[src/rtl/regfile_pkg.sv]
// Shared types and sizing helpers for the scanned register-file scheduler.
// Pure declarations: no latency, no flow control.
package regfile_pkg;

  typedef enum logic [1:0] {
    IDLE = 2'd0,
    SCAN = 2'd1,
    DONE = 2'd2
  } scan_state_t;

  localparam int DEPTH_DEF = 7;
  localparam int WIDTH_DEF = 8;

  // Accumulator width that cannot overflow when summing depth entries of width bits.
  function automatic int sum_width(input int depth, input int width);
    return width + $clog2(depth);
  endfunction

endpackage

[src/rtl/rr_arb2.sv]
// Two-way round-robin arbiter: combinational grant in the request cycle.
// Requests are held off (no grant) while en is low; pointer moves only on a grant.
module rr_arb2 (
  input  logic       clk,
  input  logic       reset_l,
  input  logic       en,
  input  logic [1:0] req,
  output logic [1:0] gnt
);

  // ptr=1 means requester 1 wins a tie; reset favours requester 0.
  logic ptr;

  always_comb begin
    gnt = 2'b00;
    if (en) begin
      case (req)
        2'b01:   gnt = 2'b01;
        2'b10:   gnt = 2'b10;
        2'b11:   gnt = ptr ? 2'b10 : 2'b01;
        default: gnt = 2'b00;
      endcase
    end
  end

  always_ff @(posedge clk or negedge reset_l) begin
    if (!reset_l) begin
      ptr <= 1'b0;
    end else if (|gnt) begin
      ptr <= gnt[0];
    end
  end

endmodule

[src/rtl/regfile_scan_sched.sv]
// Register file with two RR-arbitrated writers and a sequential sum scan (done DEPTH+1 cycles after start).
// Writers stall without grant while a scan is busy or clear is high; start is ignored unless idle.
module regfile_scan_sched
  import regfile_pkg::*;
#(
  parameter  int DEPTH = DEPTH_DEF,
  parameter  int WIDTH = WIDTH_DEF,
  parameter  int SUM_W = sum_width(DEPTH, WIDTH),
  localparam int AW    = $clog2(DEPTH)
) (
  input  logic             clk,
  input  logic             reset_l,
  input  logic             clear,
  input  logic             wr0_req,
  input  logic [AW-1:0]    wr0_addr,
  input  logic [WIDTH-1:0] wr0_data,
  output logic             wr0_gnt,
  input  logic             wr1_req,
  input  logic [AW-1:0]    wr1_addr,
  input  logic [WIDTH-1:0] wr1_data,
  output logic             wr1_gnt,
  output logic             wr_err,
  input  logic             start,
  output logic             busy,
  output logic             done,
  output logic [SUM_W-1:0] sum,
  output logic [AW-1:0]    count
);

  scan_state_t      state;
  logic [AW-1:0]    idx;
  logic [SUM_W-1:0] acc;
  logic [SUM_W-1:0] acc_nxt;
  logic [WIDTH-1:0] mem [DEPTH];

  logic [1:0]       gnt;
  logic             wr_vld;
  logic [AW-1:0]    wr_addr;
  logic [WIDTH-1:0] wr_dat;
  logic             wr_in_range;

  assign busy = (state != IDLE);

  rr_arb2 u_arb (
    .clk     (clk),
    .reset_l (reset_l),
    .en      (!busy && !clear),
    .req     ({wr1_req, wr0_req}),
    .gnt     (gnt)
  );

  assign wr0_gnt     = gnt[0];
  assign wr1_gnt     = gnt[1];
  assign wr_vld      = |gnt;
  assign wr_addr     = gnt[1] ? wr1_addr : wr0_addr;
  assign wr_dat      = gnt[1] ? wr1_data : wr0_data;
  assign wr_in_range = ({1'b0, wr_addr} < (AW+1)'(DEPTH));
  assign acc_nxt     = acc + SUM_W'(mem[idx]);

  always_ff @(posedge clk or negedge reset_l) begin
    if (!reset_l) begin
      for (int i = 0; i < DEPTH; i++) mem[i] <= '0;
      wr_err <= 1'b0;
    end else begin
      if (clear) begin
        for (int i = 0; i < DEPTH; i++) mem[i] <= '0;
      end else if (wr_vld && wr_in_range) begin
        mem[wr_addr] <= wr_dat;
      end
      // Out-of-range writes are still granted so the requester does not hang.
      wr_err <= wr_vld && !wr_in_range;
    end
  end

  always_ff @(posedge clk or negedge reset_l) begin
    if (!reset_l) begin
      state <= IDLE;
      idx   <= '0;
      acc   <= '0;
      sum   <= '0;
      count <= '0;
      done  <= 1'b0;
    end else begin
      done <= 1'b0;
      case (state)
        IDLE: begin
          if (start && !clear) begin
            state <= SCAN;
            idx   <= '0;
            acc   <= '0;
          end
        end
        SCAN: begin
          if (clear) begin
            state <= IDLE;
          end else begin
            acc <= acc_nxt;
            idx <= idx + AW'(1);
            if (idx == AW'(DEPTH - 1)) begin
              // Result is published together with the done pulse.
              state <= DONE;
              done  <= 1'b1;
              sum   <= acc_nxt;
              count <= AW'(DEPTH);
            end
          end
        end
        DONE:    state <= IDLE;
        default: state <= IDLE;
      endcase
    end
  end

endmodule

[config.mk]
export PLATFORM = sky130hd
export DESIGN_NAME = regfile_scan_sched
export DESIGN_NICKNAME = d
export VERILOG_FILES = /design/src/rtl/regfile_pkg.sv /design/src/rtl/rr_arb2.sv /design/src/rtl/regfile_scan_sched.sv
export SDC_FILE = /design/constraint.sdc
export NUM_CORES = 1
export LEC_CHECK = 0
export CAP_MARGIN = 0
export CORE_ASPECT_RATIO = 1.4
export CORE_MARGIN = 3
export CORE_UTILIZATION = 45
export CTS_CLUSTER_SIZE = 30
export DETAILED_ROUTE_END_ITERATION = 12
export GPL_TIMING_DRIVEN = 0
export PLACE_DENSITY = 0.65
export REMOVE_ABC_BUFFERS = 1
export SLEW_MARGIN = 20
export SYNTH_ARGS = -nofsm -noshare
export SYNTH_HDL_FRONTEND = slang
export SYNTH_SLANG_ARGS = --single-unit
[constraint.sdc]
create_clock -name clk -period 3.9 [get_ports clk]
set_input_delay 0.78 -clock clk [delete_from_list [all_inputs] [get_ports clk]]
set_output_delay 0.78 -clock clk [all_outputs]
set_load 0.02 [all_outputs]
==> flow_summary.json, run 1 <==
{
  "run_status": "completed",
  "layout_commonest_cell": "dfrtp_1",
  "vias_per_cell": 5.40,
  "clock-skew-final_ps": 7.39,
  "post-dp-hpwl_um": 7160,
  "grt_setup_unrepaired": "no",
  "placed_cells_incl_taps": 614,
  "cts_sinks": 87,
  "report.final.hold_viol_count": 0,
  "cts_tree": "done",
  "synth_async_sr_flop_share_pct": 100,
  "io_pins": 47,
  "post-route-drc-count": 0,
  "timing.final.setup_violations": 0,
  "number_of_antenna_violations_at_the_first_check_in_global_routing": 0,
  "setup_ws_ps": 158,
  "worst_setup_hold_path_clk_slew_ps": 60,
  "period_needed_ps": 3740,
  "initial_core_util_pct": 46.2,
  "critPathLaunchType": "primary input",
  "cp.arrival_ps": 2960,
  "whs_ps": 442,
  "dp_slack_ps": -454,
  "yosys.area.top_type": "dfrtp_1",
  "power.ir.vdd_worst_mv": 0.217,
  "crit_chain": "buf_4, nor3_4, nand3_4, inv_1, clkdlybuf4s50_1",
  "worstMarginPinSlew_ps": 729,
  "commonest_non_fill_non_tap_cells_in_the_layout": "dfrtp_1 (85), mux2_2 (48), nand2_1 (46)",
  "overflow": 0,
  "max-cap-violations": 0,
  "leakagePower_nw": 2.57,
  "via_count_of_the_routed_design": 3404,
  "diodes": 0,
  "instances_no_fill": 630,
  "yosysWarnings": 0,
  "filler_cells": 912,
  "slew_violations": 0,
  "critical_path_required_ps": 3120,
  "area.sequential_um2": 2180,
  "netlist-cell-type-count": 51,
  "h_tree_depth_reported_by_cts": 3,
  "post_synth_main_area_contributors": "dfrtp_1 (45%), mux2_2 (11%), nor2b_1 (5.7%)",
  "drt-total-wl_um": 10900,
  "die_x_extent_um": 93.3,
  "max_stage_delay_cell_worst_path": "clkdlybuf4s50_1",
  "max-clock-path-buffers": 2,
  "synth_top_cell_area_share_pct": 45.3,
  "synthesis.area_per_instance_um2": 10.7,
  "p_per_area_nw_per_um2": 382,
  "detailedRoute.firstIterationViolations": 142,
  "floorplan.core_area_um2": 10400,
  "synth_edf_count": 0,
  "grt_start_max_net_pins": 68,
  "rows": 44,
  "groute.usage.overall_pct": 19.5,
  "port-buffer-count": 46,
  "kind_of_cell_adding_the_most_delay_to_the_critical_path": "buffers and inverters",
  "maximum_fanout_count_along_the_critical_path": 67,
  "num-nets-final": 526,
  "clk_latency_ps": 340,
  "avgRoutedWirePerCell_um": 17.3,
  "worst_setup_path_end_kind": "primary output",
  "maxClockFrequency_ghz": 0.267,
  "timing.setup.critical_path_class": "in -> out",
  "max_stage_delay_ps": 710,
  "route.antenna.remaining_nets": 0,
  "totalPowerFinal_mw": 2.17,
  "worst_hold_path_type": "in -> async",
  "synth_area_um2": 4800,
  "synth-main-ff-cell": "dfrtp_1",
  "die_area_um2": 12000,
  "cts_root_buf": "clkbuf_16",
  "post_route_cells_drive_above_1_share_pct": 18.5,
  "ys_seq_elements": 87,
  "tritoncts.num_buffers": 9,
  "postSynthCellCount": 447,
  "postCtsHoldBufs": 0,
  "multi_input_area_um2": 2500,
  "cts.repair_timing.setup_buffer_count": 0,
  "first_global_vias": 3357,
  "grt_pass1_wl_um": 17900,
  "routabilityCongestion": 0.791,
  "worst-path-buf-inv": 3,
  "synthToLayoutAreaGrowth_pct": 18.4,
  "die_height_um": 128,
  "fin_tns_setup_ps": 0,
  "slew_headroom_pct": 51.4,
  "yosysSeqAreaShare_pct": 45.3,
  "finalCritPeriodShare_pct": 95.9,
  "dr.pass1.iters": 5
}
## cells by family after synthesis
kind of cell               Yosys count  synth area share [%]
xor gates and xnor gates             9                  1.64
DFF                                 87                  45.3
AOI/OAI and AO/OA                   76                  10.1
adders and majority gates           11                  3.02
muxes                               77                  19.4
and+or+nand+nor                    154                  17.7
buffers and inverters               33                  2.81
## Yosys cell counts (all sizes together), types with 2 or more instances
library cell	count
a21o	2
and4b	2
nand3	10
xor2	3
nand2	46
ha	10
mux4	8
or3	2
a22o	9
xnor2	6
nor2	19
nand2b	14
o21ai	26
mux2	48
o22ai	2
nand3b	5
nor2b	44
inv	14
clkbuf	13
or4b	2
o21a	2
mux2i	21
dfrtp	87
buf	5
a21oi	28
nor3	2
## what timing repair did
action                                  in CTS  in global routing
endpoints found under the setup margin      10                  3
hold endpoints to repair                     0                  0
resized for setup                            2                  2
pin swaps                                    0                  0
## state kept, by name (all words and copies together), names as in the netlist
name	cells
acc	11
count	1
wr_err	1
mem	56
u_arb.ptr	1
state	2
sum	11
idx	3
done	1
## stage by stage
| step | instance area [um^2] | util (%) |
|---|---|---|
| 6_report | 5690 | 54.6 |
| 3_3_place_gp | 5360 | 51.5 |
| 5_1_grt | 5690 | 54.6 |
| 3_5_place_dp | 5380 | 51.7 |
| 4_1_cts | 5680 | 54.5 |
| 2_1_floorplan | 4720 | - |
## power breakdown
part           leakage (nW)  switching [mW]  internal, mW
Combinational          1.23           0.184         0.142
Sequential             1.20          0.0642         0.937
Clock                 0.145           0.344         0.501
Total                  2.57           0.592          1.58
## worst paths after layout
check	startpoint	to	slack, ps	cells past startpoint
min in group clk	sum[7]	sum[7]	480	2
min	reset_l	state[1]	440	1
min reg2reg	sum[7]	sum[7]	480	2
max reg2reg	idx[0]	acc[10]	300	12
max	clear	wr1_gnt	160	5
max in group asynchronous	reset_l	mem[11]	2810	2
## routing by layer
| metal | up-vias | GRT usage (%) | share of wire (%) |
|---|---|---|---|
| li1 | 1649 | - | - |
| met1 | 1680 | 24.8 | 44 |
| met2 | 66 | 33.5 | 52 |
| met3 | 9 | 3.93 | 3.3 |
| met4 | 0 | 5.44 | 1.2 |
| met5 | - | 0 | 0 |
## cell type report
cell class / instances / share of cell area [%]
multi-input combinational: 327 / 44.1
clock buffer: 14 / 5.00
tap: 138 / 3.04
clock inverter: 2 / 0.220
sequential: 87 / 38.3
inverter: 15 / 0.990
timing repair buffer: 47 / 8.36
No activity file was read; power rests on OpenSTA's default activity.
==> run 2: changes to the inputs <==
--- a/config.mk
+++ b/config.mk
@@ -12,6 +12,7 @@
 export CTS_CLUSTER_SIZE = 30
 export DETAILED_ROUTE_END_ITERATION = 12
 export GPL_TIMING_DRIVEN = 0
+export HOLD_SLACK_MARGIN = 0.1
 export PLACE_DENSITY = 0.65
 export REMOVE_ABC_BUFFERS = 1
 export SLEW_MARGIN = 20
==> constraint.sdc (replaced) <==
create_clock -name clk -period 3.9 [get_ports clk]
set_input_delay 0.39 -clock clk [delete_from_list [all_inputs] [get_ports clk]]
set_output_delay 0.39 -clock clk [all_outputs]
set_load 0.02 [all_outputs]
==> flow_summary.json, run 2 (synthesis results as in run 1) <==
{
  "run_status": "completed",
  "layout_commonest_cell": "dfrtp_1",
  "crit_path_start": "idx[0]",
  "p_seq_share_pct": 46.0,
  "grt.met1_usage_pct": 24.8,
  "r2r_setup_slk_ps": 270,
  "min_path_cells": 2,
  "num-nets-final": 527,
  "floorplan.core_area_um2": 10400,
  "first_global_vias": 3361,
  "cts_root_buf": "clkbuf_16",
  "vias_per_cell": 5.38,
  "drt-total-wl_um": 10900,
  "worst_hold_path_type": "reg -> reg",
  "post-dp-hpwl_um": 7160,
  "routabilityCongestion": 0.791,
  "largest_reg_flops": 56,
  "r2r-start": "idx[0]",
  "die_height_um": 128,
  "placed_cells_incl_taps": 614,
  "timing.final.setup_violations": 0,
  "cp.arrival_ps": 3890,
  "initial_core_util_pct": 46.2,
  "power.switching_uw": 595,
  "slew_violations": 0,
  "groute.usage.overall_pct": 19.5,
  "instances_no_fill": 631,
  "fin_tns_setup_ps": 0,
  "critPathLaunchType": "flip-flop",
  "synthToLayoutAreaGrowth_pct": 18.6,
  "setup_ws_ps": 268,
  "timing.setup.critical_path_class": "reg -> reg",
  "internal-power_mw": 1.58,
  "max-clock-path-buffers": 2,
  "max_flop_register": "mem",
  "post_route_cells_drive_above_1_share_pct": 18.5,
  "share_comb_of_total_power_pct": 15.1,
  "report.final.hold_viol_count": 0,
  "totalPowerFinal_mw": 2.18,
  "sw_frac_of_total_pct": 27.4,
  "clkPwrFrac_pct": 38.9,
  "avgRoutedWirePerCell_um": 17.3,
  "detailedRoute.firstIterationViolations": 142,
  "gr-usage-met3_pct": 3.93,
  "maxClockFrequency_ghz": 0.275,
  "power.ir.vdd_worst_mv": 0.218,
  "filler_cells": 911,
  "worst_setup_hold_path_clk_slew_ps": 60,
  "grt_pass1_wl_um": 17900,
  "period_needed_ps": 3630,
  "clk_latency_ps": 340,
  "max-cap-violations": 0,
  "layout.core_utilization_pct": 54.7,
  "whs_ps": 479,
  "commonest_non_fill_non_tap_cells_in_the_layout": "dfrtp_1 (85), mux2_2 (48), nand2_1 (46)",
  "p_per_area_nw_per_um2": 382,
  "post-route-drc-count": 0,
  "met2_track_utilization_from_global_routing_pct": 33.6,
  "leakagePower_nw": 2.58,
  "grt_start_max_net_pins": 68,
  "slew_headroom_pct": 50.9,
  "diodes": 0,
  "route.antenna.remaining_nets": 0,
  "dp_slack_ps": -454,
  "multi_input_area_um2": 2500,
  "postLayoutCellArea_um2": 5700,
  "max_stage_delay_cell_worst_path": "dfrtp_2",
  "via_count_of_the_routed_design": 3395,
  "tritoncts.num_buffers": 9,
  "number_of_antenna_violations_at_the_first_check_in_global_routing": 0,
  "worst_setup_path_end_kind": "flip-flop",
  "grt_setup_unrepaired": "no",
  "port-buffer-count": 46,
  "dr.pass1.iters": 4,
  "die_x_extent_um": 93.3,
  "finalCritPeriodShare_pct": 93.1,
  "clock-skew-final_ps": 8.30,
  "maximum_fanout_count_along_the_critical_path": 20,
  "io_pins": 47,
  "max_stage_delay_ps": 730,
  "die_area_um2": 12000,
  "worstReg2RegEnd": "acc[10]",
  "overflow": 0,
  "crit_chain": "inv_1, nor2_4, a21oi_1, o21ai_0, ha_1, inv_1, fa_1, nand2b_1, a21oi_1, o221ai_1, or3_1, o21ai_0",
  "cts_tree": "done",
  "critical_path_required_ps": 4150,
  "cts_sinks": 87,
  "top_usage_layer": "met2",
  "r2r.worst_path.cells": 12,
  "area.sequential_um2": 2180,
  "rows": 44,
  "crit_path_end": "acc[10]",
  "h_tree_depth_reported_by_cts": 3,
  "placement.cell_area_um2": 5380,
  "worstMarginPinSlew_ps": 737,
  "largest_registers": "mem: 56 flops, acc: 11 flops, sum: 11 flops"
}
run 2: cell types whose count changed in the layout (fill, tap and decap cells not counted), sizes merged:
cell / delta
dlygate4sd3: +1
run 2: how the worst min path moves through the flow:
stage | start | end
2_1_floorplan | reset_l | acc[0]
3_3_place_gp | sum[0] | sum[0]
3_5_place_dp | reset_l | state[1]
4_1_cts | sum[0] | sum[0]
5_1_grt | sum[10] | sum[10]
6_report | sum[7] | sum[7]
run 2: final cells by class:
cell class | count | area share (%)
multi-input cells | 327 | 44.0
flip-flops and latches | 87 | 38.3
clock inverters | 2 | 0.220
well taps | 138 | 3.03
repair buffers | 48 | 8.52
clock buffers | 14 | 4.99
inverters | 15 | 0.989
run 2: metal layers:
metal | wire, um | share of wire (%)
met2 | 5660 | 52
met4 | 134 | 1.2
met5 | 0 | 0
met1 | 4770 | 44
met3 | 367 | 3.4
run 2: power groups by stage:
stage / sequential [mW] / combinational (mW) / clock [mW]
final: 1.00 / 0.328 / 0.847
after global routing: 1.01 / 0.362 / 0.905
after CTS: 1.00 / 0.332 / 0.862
after detailed placement: 1.02 / 0.330 / 0
after global placement: 1.02 / 0.322 / 0
after floorplan: 1.01 / 0.169 / 0
run 2: what timing repair did:
| action | in CTS | in global routing |
|---|---|---|
| setup endpoints to repair | 10 | 3 |
| resized for setup | 2 | 2 |
| pin swaps | 0 | 0 |
| endpoints found under the hold margin | 44 | 0 |
| hold buffers | 1 | 0 |
| cloned | 0 | 0 |
| buffers inserted | 0 | 0 |
run 2: critical path: cells and delay by family, from the launching register on:
kind,cells,cell delay [ps]
compound gates,5,1080
fa+ha+maj,2,650
simple gates,3,830
buf+inv,2,240
flops,1,730
==> run 3: changes to the inputs <==
--- a/config.mk
+++ b/config.mk
@@ -6,7 +6,6 @@
 export NUM_CORES = 1
 export LEC_CHECK = 0
 export CAP_MARGIN = 0
-export CORE_ASPECT_RATIO = 1.4
 export CORE_MARGIN = 3
 export CORE_UTILIZATION = 45
 export CTS_CLUSTER_SIZE = 30
==> flow_summary.json, run 3 (synthesis results as in run 1) <==
{
  "groute.usage.overall_pct": 19.1,
  "period_needed_ps": 3590,
  "placement.cell_area_um2": 5380,
  "diodes": 0,
  "clk_latency_ps": 360,
  "die_area_um2": 11900,
  "run_status": "completed",
  "sw_frac_of_total_pct": 30.4,
  "leakagePower_nw": 2.53,
  "initial_core_util_pct": 46.3,
  "p_per_area_nw_per_um2": 347,
  "largest_registers": "mem: 56 flops, acc: 11 flops, sum: 11 flops",
  "clock-skew-final_ps": 12.2,
  "cts_root_buf": "clkbuf_8",
  "r2r_setup_slk_ps": 310,
  "port-buffer-count": 46,
  "drt-total-wl_um": 10600,
  "commonest_non_fill_non_tap_cells_in_the_layout": "dfrtp_1 (86), mux2_2 (48), nand2_1 (46)",
  "maxClockFrequency_ghz": 0.279,
  "first_global_vias": 3405,
  "worst-path-buf-inv": 1,
  "critical_path_required_ps": 4190,
  "overflow": 0,
  "report.final.hold_viol_count": 0,
  "whs_ps": 480,
  "vias_per_cell": 5.41,
  "max_stage_delay_cell_worst_path": "dfrtp_1",
  "routabilityCongestion": 0.759,
  "maximum_fanout_count_along_the_critical_path": 20,
  "largest_reg_flops": 56,
  "dr.pass1.iters": 4,
  "clkPwrFrac_pct": 31.8,
  "floorplan.core_area_um2": 10400,
  "slew_violations": 0,
  "max_flop_register": "mem",
  "filler_cells": 942,
  "power.ir.vdd_worst_mv": 0.182,
  "timing.setup.critical_path_class": "reg -> reg",
  "cts_tree": "done",
  "tritoncts.num_buffers": 9,
  "worstMarginPinSlew_ps": 1110,
  "postLayoutCellArea_um2": 5590,
  "timing.final.setup_violations": 0,
  "internal-power_mw": 1.35,
  "share_comb_of_total_power_pct": 16.8,
  "cp.arrival_ps": 3880,
  "grt_start_max_net_pins": 68,
  "kind_of_cell_adding_the_most_delay_to_the_critical_path": "flip-flops",
  "crit_chain": "mux2i_1, nor2_1, a21oi_1, o21ai_0, ha_1, inv_1, fa_1, nand2b_1, a21oi_1, o221ai_1, or3_1, o21ai_0",
  "max-cap-violations": 0,
  "post-route-drc-count": 0,
  "route.antenna.remaining_nets": 0,
  "grt_pass1_wl_um": 17300,
  "worst_hold_path_type": "reg -> reg",
  "power.switching_uw": 591,
  "detailedRoute.firstIterationViolations": 144,
  "post_route_cells_drive_above_1_share_pct": 18.3,
  "io_pins": 47,
  "instances_no_fill": 629,
  "p_seq_share_pct": 51.4,
  "num-nets-final": 527,
  "number_of_antenna_violations_at_the_first_check_in_global_routing": 0,
  "worst_setup_hold_path_clk_slew_ps": 100,
  "avgRoutedWirePerCell_um": 16.9,
  "cts_sinks": 87,
  "totalPowerFinal_mw": 1.94,
  "synthToLayoutAreaGrowth_pct": 16.5,
  "worst_setup_path_end_kind": "flip-flop",
  "h_tree_depth_reported_by_cts": 3,
  "fin_tns_setup_ps": 0,
  "via_count_of_the_routed_design": 3402,
  "max_stage_delay_ps": 1060,
  "die_height_um": 109,
  "slew_headroom_pct": 25.7,
  "placed_cells_incl_taps": 612,
  "layout_commonest_cell": "dfrtp_1",
  "die_x_extent_um": 109,
  "critPathLaunchType": "flip-flop",
  "max-clock-path-buffers": 2,
  "grt_setup_unrepaired": "no",
  "finalCritPeriodShare_pct": 92.0,
  "post-dp-hpwl_um": 7060,
  "rows": 37
}
-- run 3: changes by cell type in the layout (fill, tap and decap cells not counted) --
cell / previous run / this run
dfrtp_4: 0 / 1
buf_12: 1 / 0
clkinvlp_4: 1 / 3
dfrtp_1: 85 / 86
clkinv_2: 1 / 0
inv_6: 0 / 2
clkbuf_8: 4 / 11
clkbuf_1: 1 / 0
dfrtp_2: 2 / 0
o21ai_1: 1 / 2
o21ai_2: 3 / 2
buf_16: 0 / 1
clkbuf_16: 9 / 0
-- run 3: worst register-to-register path: cells and delay by family (launching register included) --
| kind | cells | cell delay, ps |
|---|---|---|
| DFF | 1 | 1060 |
| muxes | 1 | 180 |
| and+or+nand+nor | 3 | 670 |
| AOI/OAI and AO/OA | 5 | 920 |
| adders and majority gates | 2 | 630 |
| buffers and inverters | 1 | 60 |
-- run 3: what timing repair did --
item	4_1_cts	5_1_grt
hold buffers	1	0
endpoints found under the setup margin	6	6
endpoints found under the hold margin	37	0
resized for setup	1	3
setup buffers	0	0
-- run 3: path summary, 6_finish.rpt --
| path | cells past startpoint | from | to |
|---|---|---|---|
| max in group asynchronous | 3 | reset_l | mem[14] |
| worst min register to register | 2 | acc[0] | acc[0] |
| min in group asynchronous | 2 | reset_l | sum[10] |
| worst max register to register | 12 | idx[1] | acc[10] |
| worst min-delay path | 2 | acc[0] | acc[0] |
| worst max-delay path | 12 | idx[1] | acc[10] |
-- run 3: per-layer routing --
layer	global-route usage (%)	vias to the layer above	part of all wire [%]
li1	-	1646	-
met4	4.36	0	1.2
met5	0	-	0
met1	24.1	1685	43
met3	3.93	11	3.2
met2	33.7	60	53
-- run 3: power groups by stage --
stage	Combinational (mW)	Clock, mW	Sequential [mW]
after floorplan	0.169	0	1.01
after global placement	0.318	0	1.01
after detailed placement	0.328	0	1.01
after CTS	0.329	0.636	0.997
after global routing	0.364	0.683	1.01
final	0.326	0.619	0.998
-- run 3: layout make-up --
cell class	count	area [um^2]	share of cell area, %
inverter	15	56.3	1.01
tap	136	170	3.04
clock inverter	5	40.0	0.716
multi-input combinational	327	2500	44.7
sequential	87	2180	39.0
clock buffer	11	151	2.71
timing repair buffer	48	493	8.81
-- run 3: metrics by stage --
step | util (%) | setup WS [ps]
2_1_floorplan | - | 842
3_3_place_gp | 51.6 | -1140
3_5_place_dp | 51.8 | -172
4_1_cts | 53.8 | 103
5_1_grt | 53.9 | 6.89
6_report | 53.9 | 313
